==> config.mk <==
export PLATFORM = sky130hd
export DESIGN_NAME = banco_reg_param_flat
export DESIGN_NICKNAME = d
export VERILOG_FILES = /design/src/rtl/banco_reg_param_if.sv /design/src/rtl/banco_reg_param.sv /design/src/flat_wrapper.sv
export SDC_FILE = /design/constraint.sdc
export NUM_CORES = 1
export LEC_CHECK = 0
export CORE_ASPECT_RATIO = 0.8
export CORE_MARGIN = 10
export CORE_UTILIZATION = 40
export DETAILED_ROUTE_END_ITERATION = 7
export PLACE_DENSITY = 0.62
export REMOVE_ABC_BUFFERS = 1
export SLEW_MARGIN = 20
export SYNTH_ARGS = -nofsm -noshare
export SYNTH_HDL_FRONTEND = slang
export SYNTH_SLANG_ARGS = --single-unit
==> constraint.sdc <==
create_clock -name clk -period 12.6 [get_ports clk]
set_input_delay 1.89 -clock clk [delete_from_list [all_inputs] [get_ports clk]]
set_output_delay 1.89 -clock clk [all_outputs]
set_load 0.01 [all_outputs]
==> src/rtl/banco_reg_param_if.sv <==
// Register-file access bundle: two combinational read ports, one write port and
// the sweep/refusal status flags.
interface banco_reg_param_if #(
  parameter int unsigned DATA_W = 32,
  parameter int unsigned ADDR_W = 5
);
  logic [ADDR_W-1:0] rd_addr1;
  logic [ADDR_W-1:0] rd_addr2;
  logic [DATA_W-1:0] rd_data1;
  logic [DATA_W-1:0] rd_data2;
  logic [ADDR_W-1:0] wr_addr;
  logic [DATA_W-1:0] wr_data;
  logic              wr_en;
  logic              busy;
  logic              wr_err;

  modport master (
    output rd_addr1, rd_addr2, wr_addr, wr_data, wr_en,
    input  rd_data1, rd_data2, busy, wr_err
  );

  modport slave (
    input  rd_addr1, rd_addr2, wr_addr, wr_data, wr_en,
    output rd_data1, rd_data2, busy, wr_err
  );
endinterface

==> src/rtl/banco_reg_param.sv <==
// Parameterised 2R1W register file. After reset it sweeps every entry to zero
// (busy high, writes refused), then serves reads with optional write forwarding.
module banco_reg_param #(
  parameter int unsigned DATA_W   = 32,
  parameter int unsigned ADDR_W   = 5,
  parameter bit          ZERO_REG = 1'b1,
  parameter bit          BYPASS   = 1'b1
) (
  input logic              clk,
  input logic              rst,
  banco_reg_param_if.slave bus
);
  localparam int unsigned DEPTH = 1 << ADDR_W;

  typedef enum logic {CLEAR, READY} state_t;

  state_t            state_q, state_d;
  logic [ADDR_W-1:0] ptr_q, ptr_d;
  logic              busy_q, busy_d;
  logic              wr_err_q, wr_err_d;
  logic              clr_c;
  logic              wr_ok_c;
  logic [DATA_W-1:0] rd_data1_c, rd_data2_c;
  logic [DATA_W-1:0] regs [DEPTH];

  // State, sweep pointer and status flags.
  always_ff @(posedge clk) begin
    if (rst) begin
      state_q  <= CLEAR;
      ptr_q    <= '0;
      busy_q   <= 1'b1;
      wr_err_q <= 1'b0;
    end else begin
      state_q  <= state_d;
      ptr_q    <= ptr_d;
      busy_q   <= busy_d;
      wr_err_q <= wr_err_d;
    end
  end

  // Next-state logic; a write is accepted only in READY, outside reset, and not to a hardwired zero.
  always_comb begin
    state_d  = state_q;
    ptr_d    = ptr_q;
    wr_err_d = 1'b0;
    clr_c    = 1'b0;
    wr_ok_c  = 1'b0;
    unique case (state_q)
      CLEAR: begin
        clr_c    = 1'b1;
        wr_err_d = bus.wr_en;
        ptr_d    = ADDR_W'(ptr_q + 1'b1);
        if (ptr_q == ADDR_W'(DEPTH - 1)) state_d = READY;
      end
      READY: begin
        wr_ok_c = !rst && bus.wr_en && !(ZERO_REG && bus.wr_addr == '0);
      end
      default: state_d = CLEAR;
    endcase
    busy_d = (state_d == CLEAR);
  end

  // Storage: sweep clears take the write port while busy.
  always_ff @(posedge clk) begin
    if (!rst) begin
      if (clr_c) begin
        regs[ptr_q] <= '0;
      end else if (wr_ok_c) begin
        regs[bus.wr_addr] <= bus.wr_data;
      end
    end
  end

  // Read port 1: forward same-cycle write, then force zero when busy or reading r0.
  always_comb begin
    rd_data1_c = regs[bus.rd_addr1];
    if (BYPASS && wr_ok_c && bus.wr_addr == bus.rd_addr1) rd_data1_c = bus.wr_data;
    if (busy_q || (ZERO_REG && bus.rd_addr1 == '0)) rd_data1_c = '0;
  end

  always_comb begin
    rd_data2_c = regs[bus.rd_addr2];
    if (BYPASS && wr_ok_c && bus.wr_addr == bus.rd_addr2) rd_data2_c = bus.wr_data;
    if (busy_q || (ZERO_REG && bus.rd_addr2 == '0)) rd_data2_c = '0;
  end

  assign bus.rd_data1 = rd_data1_c;
  assign bus.rd_data2 = rd_data2_c;
  assign bus.busy     = busy_q;
  assign bus.wr_err   = wr_err_q;

endmodule

==> src/flat_wrapper.sv <==
// flat-port wrapper written by rule: the top's interface ports become plain ports
module banco_reg_param_flat 
#(
  parameter int unsigned DATA_W   = 32,
  parameter int unsigned ADDR_W   = 5,
  parameter bit          ZERO_REG = 1'b1,
  parameter bit          BYPASS   = 1'b1
)
  (clk, rst, bus_rd_addr1, bus_rd_addr2, bus_wr_addr, bus_wr_data, bus_wr_en, bus_rd_data1, bus_rd_data2, bus_busy, bus_wr_err);
  banco_reg_param_if #(.DATA_W(DATA_W), .ADDR_W(ADDR_W)) bus_i ();
  input logic clk;
  input logic rst;
  input wire logic [$bits(bus_i.rd_addr1)-1:0] bus_rd_addr1;
  input wire logic [$bits(bus_i.rd_addr2)-1:0] bus_rd_addr2;
  input wire logic [$bits(bus_i.wr_addr)-1:0] bus_wr_addr;
  input wire logic [$bits(bus_i.wr_data)-1:0] bus_wr_data;
  input wire logic [$bits(bus_i.wr_en)-1:0] bus_wr_en;
  output wire logic [$bits(bus_i.rd_data1)-1:0] bus_rd_data1;
  output wire logic [$bits(bus_i.rd_data2)-1:0] bus_rd_data2;
  output wire logic [$bits(bus_i.busy)-1:0] bus_busy;
  output wire logic [$bits(bus_i.wr_err)-1:0] bus_wr_err;
  assign bus_i.rd_addr1 = bus_rd_addr1;
  assign bus_i.rd_addr2 = bus_rd_addr2;
  assign bus_i.wr_addr = bus_wr_addr;
  assign bus_i.wr_data = bus_wr_data;
  assign bus_i.wr_en = bus_wr_en;
  assign bus_rd_data1 = bus_i.rd_data1;
  assign bus_rd_data2 = bus_i.rd_data2;
  assign bus_busy = bus_i.busy;
  assign bus_wr_err = bus_i.wr_err;
  banco_reg_param #(.DATA_W(DATA_W), .ADDR_W(ADDR_W), .ZERO_REG(ZERO_REG), .BYPASS(BYPASS)) u_core (.clk(clk), .rst(rst), .bus(bus_i));
endmodule
======== Yosys cells after proc, flatten, opt, wreduce, memory -nomap -nowiden ========
Memories as Yosys holds them, arrays and structs flattened.
Index checks and enable logic that the tools add are counted.
Widths: inputs -> output; s select.
word-level totals
  memory bits (writable) .................. 1024
  output and inout port bits .............. 66
  memories ................................ 1
  logic and storage cells ................. 40
  bits of input ports ..................... 50
  register bits after elaboration ......... 8
memories
  memory       words  width  read ports  clocked after Yosys merged registers in  wr ports  line                   source
  u_core.regs  32     32     2           0                                        1         banco_reg_param.sv:24  logic [DATA_W-1:0] regs [DEPTH];
cells by class
  equal/unequal tests ..................... 3
  bitwise operators ....................... 1
  mux-type cells .......................... 17
  reduce and logical (&&, ||, !) cells .... 13
  $add $sub $neg .......................... 1
operators with widths
  kind                 count
  $mux 32              5
  $reduce_or 32->1     1
  $logic_not 5->1      3
  $mux 1               11
  $eq 5x5->1           2
  $add 5x1->5 const B  1
  $eq 5x5->1 const B   1
  $mux 5               1
  $logic_and 1x1->1    4
  $logic_not 1->1      2
  $logic_or 1x1->1     2
  $reduce_or 2->1      1
  $not 1->1            1

======== Depth between registers and ports, before layout ========
Gate-level depths: netlist of run 1.
  depth in word-level cells ............... 10
  depth in mapped cells ................... 9
  gate-level depth less buffers ........... 6

======== Worst setup path after synthesis of run 1 ========
No wires, ideal clock.
  path kind ............................... input-to-reg
  start point ............................. in bus_wr_addr[3]
  end point ............................... mem u_core.regs[23][0], enable pin
  buffers on the path ..................... 1
  setup time .............................. 0.461 ns
  arrival time ............................ 5.486 ns
  path slack .............................. 6.653 ns
  data required time ...................... 12.139 ns
  stages on the path ...................... 6
  cells stage by stage .................... buf_2 or4_4 o21a_4 mux2i_4 nand2b_1 nor3_1
between the ends
  longest elaborated chain between the ends .. 10
  elaborated cells between the ends (all ways) .. 11
  classes of those cells .................. 7 x mux; 4 x reduce/logical
ends and longest elaborated chain
  what                                        line                   source
  start, declared                             flat_wrapper.sv:15     input wire logic [$bits(bus_i.wr_addr)-1:0] bus_wr_addr;
  $logic_not 5->1                             banco_reg_param.sv:56  wr_ok_c = !rst && bus.wr_en && !(ZERO_REG && bus.wr_addr == '0);
  $logic_not 1->1                             banco_reg_param.sv:56
  $logic_and 1x1->1                           banco_reg_param.sv:56
  $mux 1                                      banco_reg_param.sv:48  unique case (state_q)
  $mux 1                                      banco_reg_param.sv:68  end else if (wr_ok_c) begin
  $mux 1                                      banco_reg_param.sv:66  if (clr_c) begin
  $mux 1                                      banco_reg_param.sv:65  if (!rst) begin
  $mux 1 (implied by the code)                banco_reg_param.sv:69  regs[bus.wr_addr] <= bus.wr_data;
  $reduce_or 32->1 (no line)                  -
  $mux 5 (no line) or $mux 1 (tied branches)  -
  end, declared                               banco_reg_param.sv:24
Several ways; a longest one is shown, not always the timed one.

======== Final worst setup path of run 1 ========
  start point ............................. in bus_wr_addr[4]
  end point ............................... out bus_rd_data1[1]
between the ends
  longest elaborated chain between the ends .. 7
  elaborated cells between the ends (all ways) .. 8
  classes of those cells .................. 1 x eq/ne; 3 x mux; 4 x reduce/logical
ends and longest elaborated chain
  what                   line                   source
  $logic_not 5->1        banco_reg_param.sv:56
  $logic_not 1->1        banco_reg_param.sv:56
  $logic_and 1x1->1      banco_reg_param.sv:56
  $mux 1                 banco_reg_param.sv:48
  $logic_and 1x1->1 (*)  banco_reg_param.sv:77  if (BYPASS && wr_ok_c && bus.wr_addr == bus.rd_addr1) rd_data1_c = bus.wr_data;
  $mux 32 (*)            banco_reg_param.sv:77
  $mux 32 (*)            banco_reg_param.sv:78  if (busy_q || (ZERO_REG && bus.rd_addr1 == '0)) rd_data1_c = '0;
  end, declared          flat_wrapper.sv:18     output wire logic [$bits(bus_i.rd_data1)-1:0] bus_rd_data1;
Mark *: on every way between the ends. The rest lies on a longest branch, timed or not.

==> impl_metrics.tcl, run 1 <==
set metrics [dict create \
    cp.arrival_ns 6.18 \
    start_util_pct 40.17 \
    cp_data_required_time_ns 10.71 \
    synth_top_cell_by_area "edfxtp_1" \
    path_delay_family "buffers and inverters" \
    post_cts_buffers 0 \
    yosysMostFrequentCell "edfxtp_1" \
    wirelength_mm 152.6 \
    fin_util_pct 45.32 \
    hp-class "reg -> reg" \
    place_congestion 0.7916 \
    critPathKind "in -> out" \
    ys_top_cells_by_area "edfxtp_1 64%, mux4_2 21%, mux2i_1 4.7%" \
    drv_cap 0 \
    cts_resized 0 \
    tritoncts "yes" \
    start_kind "input pin" \
    critPathMaxStageDelay_ns 0.72 \
    status "finished, final reports clean" \
    fin_crit_sh_pct 64.06 \
    postPlaceCellArea_um2 51310 \
    synth-simple-area-share_pct 2.114 \
    drc 0 \
    numPortBuffers 115 \
    first_pass_iters 5 \
    critPathBufInv 3 \
    synthMuxAreaShare_pct 25.67 \
    viasPerCell 6.598 \
    clock_latency_ns 0.71 \
    nFillCells 10090 \
    finalSetupViolations 0 \
    synth_area_um2 48360 \
    yosysSeqAreaShare_pct 63.92 \
    layout-drive-gt1-share_pct 27.36 \
    timing.critical_path.mode_cell "clkdlybuf4s50_1" \
    synth.top_cell.area_share_pct 63.59 \
    synthTopCellsByCount "1,024 x edfxtp_1, 448 x mux4_2, 226 x mux2i_1" \
    synth_compound_area_share_pct 5.659 \
    vias 28250 \
    synth_edf_count 1024 \
    slew_headroom_pct 20.60 \
    antenna_found_initial 1 \
    fin_nets 2625 \
    postSynthAreaPerCell_um2 19.40 \
    skew_ns 0.02604 \
    tightest_slew_ns 1.187 \
    synthAdderAreaFrac_pct 0.05175 \
    synth-xor-area-share_pct 0.2355 \
    clockBufferDepth 3 \
    dp_hpwl_mm 78.48 \
    ys_warn_count 0 \
    finalCriticalPeriod_ns 8.071 \
    core_um2 120400 \
    cts_hold_buf 0 \
    grtUsageTotal_pct 22.08 \
    rows 114 \
    critPathCaptureType "primary output" \
    clock_sinks 1032 \
    final_area_um2 54560 \
    overflow 0 \
    hold_violations 0 \
    synth_cell_types 55 \
    crit_fanout 33 \
    synth_top_flop_cell "edfxtp_1" \
    numCtsBuffers 105 \
    cellPowerDensity_nw_per_um2 132.4 \
    grt_pass1_wl_mm 213.9 \
    grt_pass1_vias 28790 \
    ys_seq_elements 1032 \
    grt_setup_unrepaired "false" \
    cts.htree.levels 3 \
    design.die.area_um2 135300 \
    synth_top_family_by_area "multiplexers" \
    path_cells "clkdlybuf4s50_1 -> or4_4 -> o21ai_2 -> o31a_4 -> and2_2 -> buf_4 -> a21o_1 -> clkdlybuf4s50_1" \
    path_clk_slew_ns 0.06 \
    area_growth_pct 12.82 \
    routedWlPerCell_um 35.65 \
    fmax_mhz 123.9 \
    cp_slowest_cell "o31a_4" \
    synthCells 2492 \
    postSynth.asyncResetShare_pct 0 \
    peakVddDrop_mv 0.1183 \
    slew_violations 0 \
    antenna_cells 0 \
    fin_setup_tns_ns 0 \
    die_height_um 331.0 \
    p_leak_nw 15.66 \
    dr.first_iter.drc_count 3751 \
    grt_max_degree 148 \
    boundaryPins 116 \
    ctsRootBufferMaster "clkbuf_16" \
    ant_nets 0 \
    die_w_um 408.7 \
]
==> state kept, by name, summed over array words and instances (netlist names) <==
name and flops:
u_core.regs 1024, u_core.ptr_q 5, u_core.state_q 1, u_core.bus.busy 1
u_core.bus.wr_err 1
==> cell families (layout without fill, tap and decap cells) <==
group / count (synthesis) / count (layout)
flops: 1032 / 1032
mux: 677 / 677
compound gates: 366 / 366
buf+inv: 212 / 377
simple gates: 190 / 190
xor+xnor: 13 / 13
fa+ha+maj: 2 / 2
==> final cells by class <==
class | count | area [um2] | share of cell area, %
multi-input combinational | 1248 | 16620 | 30.47
inverter | 5 | 22.52 | 0.04128
clock inverter | 61 | 505.5 | 0.9265
timing repair buffer | 181 | 1722 | 3.156
sequential | 1032 | 30910 | 56.66
tap | 1624 | 2032 | 3.725
clock buffer | 130 | 2743 | 5.027
==> path summary, 6_finish.rpt <==
check / end / start / cells after the start / slack (ns)
worst max-delay path: bus_rd_data1[1] / bus_wr_addr[4] / 8 / 4.53
worst min-delay path: u_core.ptr_q[1] / u_core.ptr_q[1] / 2 / 0.62
worst max register to register: u_core.regs[27][3] / u_core.state_q / 6 / 8.15
worst min register to register: u_core.ptr_q[1] / u_core.ptr_q[1] / 2 / 0.62
==> cell usage in the layout (no fill, tap or decap), types with 4 or more instances in the layout <==
cell type and count:
a221oi_1 64, and2_1 31, a22o_1 31, nor2_4 31, nand2_1 36, a21o_1 32
mux4_2 448, clkinv_2 17, dfxtp_1 8, bufinv_16 8, mux2i_1 226, o22ai_1 124
edfxtp_1 1024, nor4_1 32, clkbuf_1 24, xnor2_1 9, clkinv_1 28, nor2_1 9
clkbuf_16 106, xor2_1 4, buf_12 5, nand3_1 5, a22oi_1 34, o21ai_0 34
clkinvlp_4 5, clkdlybuf4s50_1 109, buf_8 4, a32o_1 34, buf_4 62, nand2_2 9
==> metal layers <==
| metal | wire length [um] | vias to the layer above | global-route usage, % |
|---|---|---|---|
| li1 | - | 11060 | - |
| met1 | 57820 | 15040 | 28.85 |
| met2 | 71900 | 1805 | 35.28 |
| met3 | 15840 | 347 | 5.482 |
| met4 | 7053 | 2 | 9.419 |
| met5 | 18 | - | 0 |
==> worst register-to-register path, stage by stage, from the launching register on <==
cell and delay, ns:
dfxtp_1 0.60, and3b_1 0.33, o21a_4 0.82, mux2i_4 0.19, nand2b_1 0.43, nor3_4 1.05
buf_4 0.65
==> metrics by stage <==
| step | hold slack [ns] | total power [mW] | worst slack [ns] | std cells |
|---|---|---|---|---|
| 2_1_floorplan | 0.5444 | 4.041 | 5.630 | 2285 |
| 3_3_place_gp | 0.5667 | 4.269 | 4.431 | 4090 |
| 3_5_place_dp | 0.5971 | 4.274 | 4.443 | 4090 |
| 4_1_cts | 0.6127 | 7.252 | 4.447 | 4281 |
| 5_1_grt | 0.6634 | 7.409 | 4.241 | 4281 |
| 6_report | 0.6175 | 7.221 | 4.529 | 4281 |
==> power breakdown <==
group | internal (mW) | leakage, nW | total, mW | switching [mW]
combinational | 0.183 | 6.01 | 0.450 | 0.268
clock | 1.70 | 1.58 | 3.02 | 1.32
sequential | 3.74 | 8.07 | 3.75 | 0.0115
total | 5.62 | 15.7 | 7.22 | 1.60
(Power assumes the default switching activity.)
==> run 2, diff against run 1 <==
- clock period: 12.6 -> 8.04 ns (I/O delays scaled with it)
==> run 2 against run 1 <==
Core utilization is 0.43 points higher. Worst setup slack got worse by 3.0 ns. Via count rose by 1.8%. Combinational power rose by 60%. Clock skew is 0.0037 ns lower. Clock power is 64% higher. Critical path depth stayed put. Register-to-register slack got worse by 4.5 ns. First-iteration DRC count down 2.9%. Critical path type unchanged. Critical endpoint is now bus_rd_data1[17]. Largest power group unchanged.
==> impl_metrics.tcl, run 2 (synthesized netlist as in run 1, its figures left out) <==
set metrics [dict create \
    clock_sinks 1032 \
    grt_setup_unrepaired "false" \
    path_delay_family "buffers and inverters" \
    start_kind "input pin" \
    fin_crit_sh_pct 80.92 \
    tritoncts "yes" \
    clock_latency_ns 0.71 \
    critPathMaxStageDelay_ns 0.78 \
    ant_nets 0 \
    timing.final.ws_setup_ns 1.534 \
    rows 114 \
    dpl_worst_slack_ns 1.475 \
    critPathKind "in -> out" \
    clockBufferDepth 3 \
    drv_cap 0 \
    numPortBuffers 115 \
    cp.arrival_ns 5.30 \
    final_area_um2 55080 \
    routedWlPerCell_um 36.43 \
    fmax_mhz 153.7 \
    antenna_found_initial 2 \
    top_register "u_core.regs" \
    die_height_um 331.0 \
    first_pass_iters 5 \
    status "finished, final reports clean" \
    cp_slowest_cell "and2_2" \
    cts.htree.levels 3 \
    viasPerCell 6.680 \
    fin_setup_tns_ns 0 \
    crit_fanout 33 \
    final_cell_mix "1,024 x edfxtp_1, 448 x mux4_2, 226 x mux2i_1, 124 x o22ai_1, 109 x clkdlybuf4s50_1" \
    fin_nets 2649 \
    wirelength_mm 156.8 \
    top_regs "u_core.regs (1024), u_core.ptr_q (5)" \
    critPathBufInv 3 \
    layout-drive-gt1-share_pct 28.46 \
    tightest_slew_ns 1.074 \
    multi_input_area_um2 16640 \
    slew_violations 0 \
    vias 28750 \
    cts_hold_buf 0 \
    nFillCells 10090 \
    grt_pass1_vias 28890 \
    ctsRootBufferMaster "clkbuf_16" \
    die_w_um 408.7 \
    path_cells "clkdlybuf4s50_1 -> or4_4 -> o21ai_2 -> o31a_4 -> and2_2 -> buf_4 -> a21o_1 -> clkdlybuf4s50_1" \
    grtUsageTotal_pct 22.63 \
    peakVddDrop_mv 0.1830 \
    p_leak_nw 15.93 \
    post_cts_buffers 0 \
    drc 0 \
    grt_pass1_wl_mm 219.5 \
    skew_ns 0.02234 \
    boundaryPins 116 \
    postPlaceCellArea_um2 51650 \
    place_congestion 0.7997 \
    hold_violations 0 \
    dr.first_iter.drc_count 3644 \
    core_um2 120400 \
    cp_data_required_time_ns 6.83 \
    start_util_pct 40.17 \
    numCtsBuffers 104 \
    area_growth_pct 13.90 \
    finalPower_mw 11.56 \
    timing.critical_path.mode_cell "clkdlybuf4s50_1" \
    largest_reg_flops 1024 \
    finalSetupViolations 0 \
    finalCriticalPeriod_ns 6.506 \
    grt_max_degree 89 \
    overflow 0 \
    dp_hpwl_mm 89.33 \
    slew_headroom_pct 28.17 \
    design.die.area_um2 135300 \
    path_clk_slew_ns 0.06 \
    critPathCaptureType "primary output" \
    layout.area.seq_um2 30910 \
    cellPowerDensity_nw_per_um2 210.0 \
    cts_resized 0 \
    final_common_cell "edfxtp_1" \
    hp-class "reg -> reg" \
]
## run 2: through the flow
stage | hold slack, ns | util (%) | std cells
2_1_floorplan | 0.5444 | - | 2285
3_3_place_gp | 0.5701 | 42.75 | 4108
3_5_place_dp | 0.5824 | 42.90 | 4115
4_1_cts | 0.5915 | 45.73 | 4301
5_1_grt | 0.6175 | 45.75 | 4302
6_report | 0.5870 | 45.75 | 4303
## run 2: path summary, 6_finish.rpt
kind / slack [ns] / endpoint / cells after the start / start
worst max-delay path: 1.53 / bus_rd_data1[17] / 8 / bus_wr_addr[4]
worst min-delay path: 0.59 / u_core.ptr_q[1] / 2 / u_core.ptr_q[1]
worst max register to register: 3.62 / u_core.regs[10][3] / 6 / u_core.state_q
worst min register to register: 0.59 / u_core.ptr_q[1] / 2 / u_core.ptr_q[1]
## run 2: worst register-to-register path, cell delays in order (launching register included)
cell and delay, ns:
dfxtp_1 0.58, and3b_1 0.34, o21a_4 0.77, mux2i_4 0.62, nand3_2 0.29, nor2_4 0.82
buf_4 0.61
## run 2: layout make-up
class	count	share of cell area, %
tap	1624	3.689
antenna	2	0.009087
multi-input combinational	1248	30.22
sequential	1032	56.12
clock inverter	61	1.279
clock buffer	125	4.907
inverter	5	0.04089
timing repair buffer	206	3.730
## run 2: report_power, final
part	internal (mW)	switching (mW)	total, mW
logic	0.291	0.429	0.719
clock network	2.84	2.12	4.96
registers	5.86	0.0174	5.88
total	9.00	2.57	11.6
## run 2: routing by layer
layer	global-route usage [%]	vias to the layer above	routed length, um	share of wire [%]
li1	-	11110	-	-
met1	29.76	15440	59540	38
met2	36.72	1862	75340	48
met3	5.109	334	15420	9.8
met4	8.842	0	6476	4.1
met5	0	-	0	0
